**src/rtl/bcd_convert_ctrl_if.sv**
```systemverilog
// Request/result bundle for the iterative binary-to-BCD converter.
// The master side issues start/y and the slave side returns the status and the digits.
interface bcd_convert_ctrl_if;
    logic        start;
    logic [15:0] y;
    logic        busy;
    logic        done;
    logic [3:0]  ones;
    logic [3:0]  tens;
    logic [3:0]  hundreds;
    logic [3:0]  thousands;
    logic        ovf;

    modport master (
        output start, y,
        input  busy, done, ones, tens, hundreds, thousands, ovf
    );

    modport slave (
        input  start, y,
        output busy, done, ones, tens, hundreds, thousands, ovf
    );
endinterface

```
**src/rtl/bcd_convert_ctrl.sv**
```systemverilog
// Sequential double-dabble converter: 16 shift-add-3 cycles turn a 16-bit value into
// four BCD digits plus an overflow flag. All outputs are registered.
module bcd_convert_ctrl (
    input  logic                  clk,
    input  logic                  reset,
    bcd_convert_ctrl_if.slave     bus
);

    typedef enum logic [1:0] {StIdle, StConv, StDone} state_t;

    state_t      state;
    logic [3:0]  cnt;
    logic [19:0] acc;
    logic [15:0] sreg;
    logic [19:0] acc_adj;
    logic [19:0] acc_next;

    // Add 3 to every digit >= 5 before the shift so no digit can exceed 9 afterwards.
    always_comb begin
        acc_adj = acc;
        for (int i = 0; i < 5; i++) begin
            if (acc[4*i +: 4] >= 4'd5) begin
                acc_adj[4*i +: 4] = acc[4*i +: 4] + 4'd3;
            end
        end
        acc_next = {acc_adj[18:0], sreg[15]};
    end

    always_ff @(posedge clk) begin
        if (reset) begin
            state         <= StIdle;
            cnt           <= 4'd0;
            acc           <= 20'd0;
            sreg          <= 16'd0;
            bus.busy      <= 1'b0;
            bus.done      <= 1'b0;
            bus.ones      <= 4'd0;
            bus.tens      <= 4'd0;
            bus.hundreds  <= 4'd0;
            bus.thousands <= 4'd0;
            bus.ovf       <= 1'b0;
        end else begin
            unique case (state)
                StIdle: begin
                    bus.done <= 1'b0;
                    if (bus.start) begin
                        sreg     <= bus.y;
                        acc      <= 20'd0;
                        cnt      <= 4'd0;
                        bus.busy <= 1'b1;
                        state    <= StConv;
                    end
                end
                StConv: begin
                    acc  <= acc_next;
                    sreg <= {sreg[14:0], 1'b0};
                    cnt  <= cnt + 4'd1;
                    if (cnt == 4'd15) begin
                        // Publish the final (post-shift) accumulator on the leaving edge.
                        bus.ones      <= acc_next[3:0];
                        bus.tens      <= acc_next[7:4];
                        bus.hundreds  <= acc_next[11:8];
                        bus.thousands <= acc_next[15:12];
                        bus.ovf       <= (acc_next[19:16] != 4'd0);
                        bus.busy      <= 1'b0;
                        bus.done      <= 1'b1;
                        state         <= StDone;
                    end
                end
                StDone: begin
                    bus.done <= 1'b0;
                    state    <= StIdle;
                end
                default: begin
                    bus.busy <= 1'b0;
                    bus.done <= 1'b0;
                    state    <= StIdle;
                end
            endcase
        end
    end

endmodule

```
**src/flat_wrapper.sv**
```systemverilog
// flat-port wrapper written by rule: the top's interface ports become plain ports
module bcd_convert_ctrl_flat 
  (clk, reset, bus_start, bus_y, bus_busy, bus_done, bus_ones, bus_tens, bus_hundreds, bus_thousands, bus_ovf);
  bcd_convert_ctrl_if bus_i ();
  input  logic clk;
  input  logic reset;
  input wire logic [$bits(bus_i.start)-1:0] bus_start;
  input wire logic [$bits(bus_i.y)-1:0] bus_y;
  output wire logic [$bits(bus_i.busy)-1:0] bus_busy;
  output wire logic [$bits(bus_i.done)-1:0] bus_done;
  output wire logic [$bits(bus_i.ones)-1:0] bus_ones;
  output wire logic [$bits(bus_i.tens)-1:0] bus_tens;
  output wire logic [$bits(bus_i.hundreds)-1:0] bus_hundreds;
  output wire logic [$bits(bus_i.thousands)-1:0] bus_thousands;
  output wire logic [$bits(bus_i.ovf)-1:0] bus_ovf;
  assign bus_i.start = bus_start;
  assign bus_i.y = bus_y;
  assign bus_busy = bus_i.busy;
  assign bus_done = bus_i.done;
  assign bus_ones = bus_i.ones;
  assign bus_tens = bus_i.tens;
  assign bus_hundreds = bus_i.hundreds;
  assign bus_thousands = bus_i.thousands;
  assign bus_ovf = bus_i.ovf;
  bcd_convert_ctrl u_core (.clk(clk), .reset(reset), .bus(bus_i));
endmodule
```
**config.mk**
```make
export PLATFORM = sky130hd
export DESIGN_NAME = bcd_convert_ctrl_flat
export DESIGN_NICKNAME = d
export VERILOG_FILES = /design/src/rtl/bcd_convert_ctrl_if.sv /design/src/rtl/bcd_convert_ctrl.sv /design/src/flat_wrapper.sv
export SDC_FILE = /design/constraint.sdc
export NUM_CORES = 1
export LEC_CHECK = 0
export BUFFER_PORTS_ARGS = -buffer_cell sky130_fd_sc_hd__buf_2
export CAP_MARGIN = 10
export CELL_PAD_IN_SITES_DETAIL_PLACEMENT = 1
export CELL_PAD_IN_SITES_GLOBAL_PLACEMENT = 1
export CORE_UTILIZATION = 39
export DETAILED_ROUTE_END_ITERATION = 10
export HOLD_SLACK_MARGIN = 0.06
export PLACE_DENSITY = 0.79
export RECOVER_POWER = 25
export SYNTH_ARGS = -nofsm -noshare
export SYNTH_HDL_FRONTEND = slang
export SYNTH_SLANG_ARGS = --single-unit
export TNS_END_PERCENT = 10
```
**constraint.sdc**
```tcl
create_clock -name clk -period 1.6 [get_ports clk]
set_clock_uncertainty 0.15 [all_clocks]
set_input_delay 0.08 -clock clk [delete_from_list [all_inputs] [get_ports clk]]
set_output_delay 0.08 -clock clk [all_outputs]
set_load 0.005 [all_outputs]
```
==> impl_metrics.tcl <==
set metrics [dict create \
    cts_sinks 61 \
    yosysTopAreaCellShare_pct 43.4 \
    ir_worst_vdd_v 0.000542 \
    grt_setup_unrepaired "true" \
    final_antenna_net_count 0 \
    cp_slowest_cell "dfxtp_1" \
    rows 30 \
    drt_iter0_markers 107 \
    drive_above_1_share_pct 34.3 \
    slew_violations 0 \
    design_power_total_mw 3.13 \
    wire_per_inst_um 17.6 \
    fp.dieArea_um2 7570 \
    hold_class "in -> reg" \
    startpoint_type "flip-flop" \
    clock.fmax_ghz 0.606 \
    violations "setup timing" \
    path_class "reg -> reg" \
    worstSkewPairLatency_ns 0.35 \
    grt_overflow 0 \
    antenna_found_initial 0 \
    cp_cell_sequence "inv_1, ha_2, nand2b_4, a21oi_4, mux2_4, o22ai_2" \
    p_leak_nw 1.55 \
    hold_violations 0 \
    cap_violations 0 \
    avgSynthCellArea_um2 8.61 \
    gp_congestion 0.818 \
    io_pins 38 \
    syn_to_final_growth_pct 38.1 \
    wirelength_um 8970 \
    vias 2725 \
    pre_cts_ws_ns -0.148 \
    port_buffers 37 \
    synth_area_leaders "dfxtp_1, a21oi_1, ha_1" \
    critPathMaxFanout 3 \
    clk_pin_slew_ns 0.07 \
    grt_pass1_vias 2732 \
    critPathMaxStageDelay_ns 0.35 \
    finalCritPeriodShare_pct 103 \
    synth-edff-count 0 \
    globalRouteTotalUtil_pct 22.6 \
    cts_buffers 9 \
    ys_warn_count 0 \
    cp_top_family "flip-flops" \
    synth_top_area_cell "dfxtp_1" \
    synthCells 327 \
    maxSlewHeadroom_pct 70.8 \
    setup_viol 3 \
    final_nets 439 \
    first_pass_iters 4 \
    critPathBufInv 1 \
    arrival_ns 1.78 \
    grt_pass1_wl_um 12900 \
    finalSetupTns_ns -0.108 \
    power_density_nw_per_um2 805 \
    setup_ws_ns -0.0505 \
    yosys_register_bits 61 \
    vias_per_cell 5.34 \
    die_h_um 87.0 \
    syn_nets 357 \
    period_minus_slack_ns 1.65 \
    cp_data_required_time_ns 1.73 \
    h-tree-depth 3 \
    fp.coreArea_um2 6870 \
    drc 0 \
    diodes 0 \
    worst_pin_slew_ns 0.439 \
    synthArstFlopShare_pct 0 \
    ys_seq_area_share_pct 43.4 \
    synth-main-ff-cell "dfxtp_1" \
    cts_tree "done" \
    root_buffer "clkbuf_8" \
    status "finished with violations" \
    grt_max_degree 26 \
    initial_core_util_pct 41.0 \
    cts_max_path_buffers 2 \
    die_width_um 87.0 \
    synth_area_um2 2820 \
    dp_hpwl_um 5390 \
    synth_cell_types 34 \
    cp-end-kind "flip-flop" \
]
final cells by class:
| cell class | count | area, um^2 |
|---|---|---|
| fill | 818 | 2980 |
| multi-input combinational | 224 | 1630 |
| sequential | 61 | 1230 |
| timing repair buffer | 91 | 657 |
| clock buffer | 15 | 166 |
| tap | 96 | 120 |
| inverter | 22 | 82.6 |
| clock inverter | 1 | 5.00 |
cell families after synthesis:
family	count (synthesis)	synth area share, %
mux	9	3.51
buf+inv	42	5.86
fa+ha+maj	11	4.89
flops	61	43.4
compound gates	112	25.4
simple gates	87	15.4
xor+xnor	5	1.55
where the power goes:
part	switching, mW	internal, mW
Sequential	0.0339	1.56
Combinational	0.152	0.139
Clock	0.599	0.648
Total	0.785	2.35
final timing paths:
path	start	endpoint	slack [ns]	cells past startpoint
max	u_core.acc[4]	u_core.bus.tens[2]	-0.05	6
min	bus_y[14]	u_core.sreg[14]	0.07	4
min reg2reg	u_core.bus.done	u_core.bus.done	0.33	2
max reg2reg	u_core.acc[4]	u_core.bus.tens[2]	-0.05	6
cell usage in the layout (no fill, tap or decap), types with 8 or more instances in the layout:
cell	Yosys	final
nand2b_1	15	11
o21ai_0	20	15
nor2_1	34	33
clkbuf_8	0	11
o22ai_1	21	20
inv_1	22	18
buf_2	6	35
nand2_1	17	17
dfxtp_2	0	9
ha_1	11	8
buf_4	0	37
dlygate4sd3_1	0	14
dfxtp_1	61	52
a21oi_1	38	33
timing repair:
action | 4_1_cts | 5_1_grt
resized for setup | 13 | 42
hold buffers | 14 | 0
endpoints found under the hold margin | 14 | 0
pin swaps | 5 | 9
setup buffers | 3 | 1
setup endpoints to repair | 17 | 39
cloned | 0 | 1
flip-flops by register name (all words and copies together), names as in the netlist:
name	cells
u_core.bus.busy	1
u_core.bus.ones	4
u_core.cnt	4
u_core.bus.ovf	1
u_core.sreg	16
u_core.bus.hundreds	4
u_core.bus.done	1
u_core.bus.tens	4
u_core.state	2
u_core.bus.thousands	4
u_core.acc	20
worst reg2reg max path: stages, from the launching register on:
cell and delay, ns:
dfxtp_1 0.35, inv_1 0.11, ha_2 0.22, nand2b_4 0.07
a21oi_4 0.20, mux2_4 0.34, o22ai_2 0.14
metal layers:
metal	global-route usage (%)	routed length [um]	vias up	part of all wire (%)
met2	37.2	4490	59	50
li1	-	-	1320	-
met1	28.1	4080	1334	45
met4	9.24	104	0	1.2
met3	5.78	296	12	3.3
met5	0	0	-	0
synth_stat cells, types with 2 or more instances:
library cell   n
mux2i_1        2
a32o_1         4
a211oi_1       7
nor3b_1        9
a22o_1         5
a21oi_1       38
nand2_1       17
o221a_2        7
nand3_1        2
o22ai_1       21
inv_1         22
buf_2          6
dfxtp_1       61
nand2b_1      15
nor2_1        34
xnor2_1        5
o31ai_1        4
a22oi_1        2
o21ai_0       20
clkbuf_1      14
ha_1          11
mux2_2         7
nor2b_1        3
through the flow:
stage | hold WS (ns) | instance area, um^2 | std cells | utilization, %
2_1_floorplan | 0.140 | 2820 | 327 | -
3_3_place_gp | 0.233 | 3330 | 476 | 48.4
3_5_place_dp | 0.249 | 3330 | 476 | 48.4
4_1_cts | 0.0608 | 3710 | 509 | 54.0
5_1_grt | 0.0725 | 3890 | 510 | 56.6
6_report | 0.0679 | 3890 | 510 | 56.6
(Power assumes the default switching activity.)
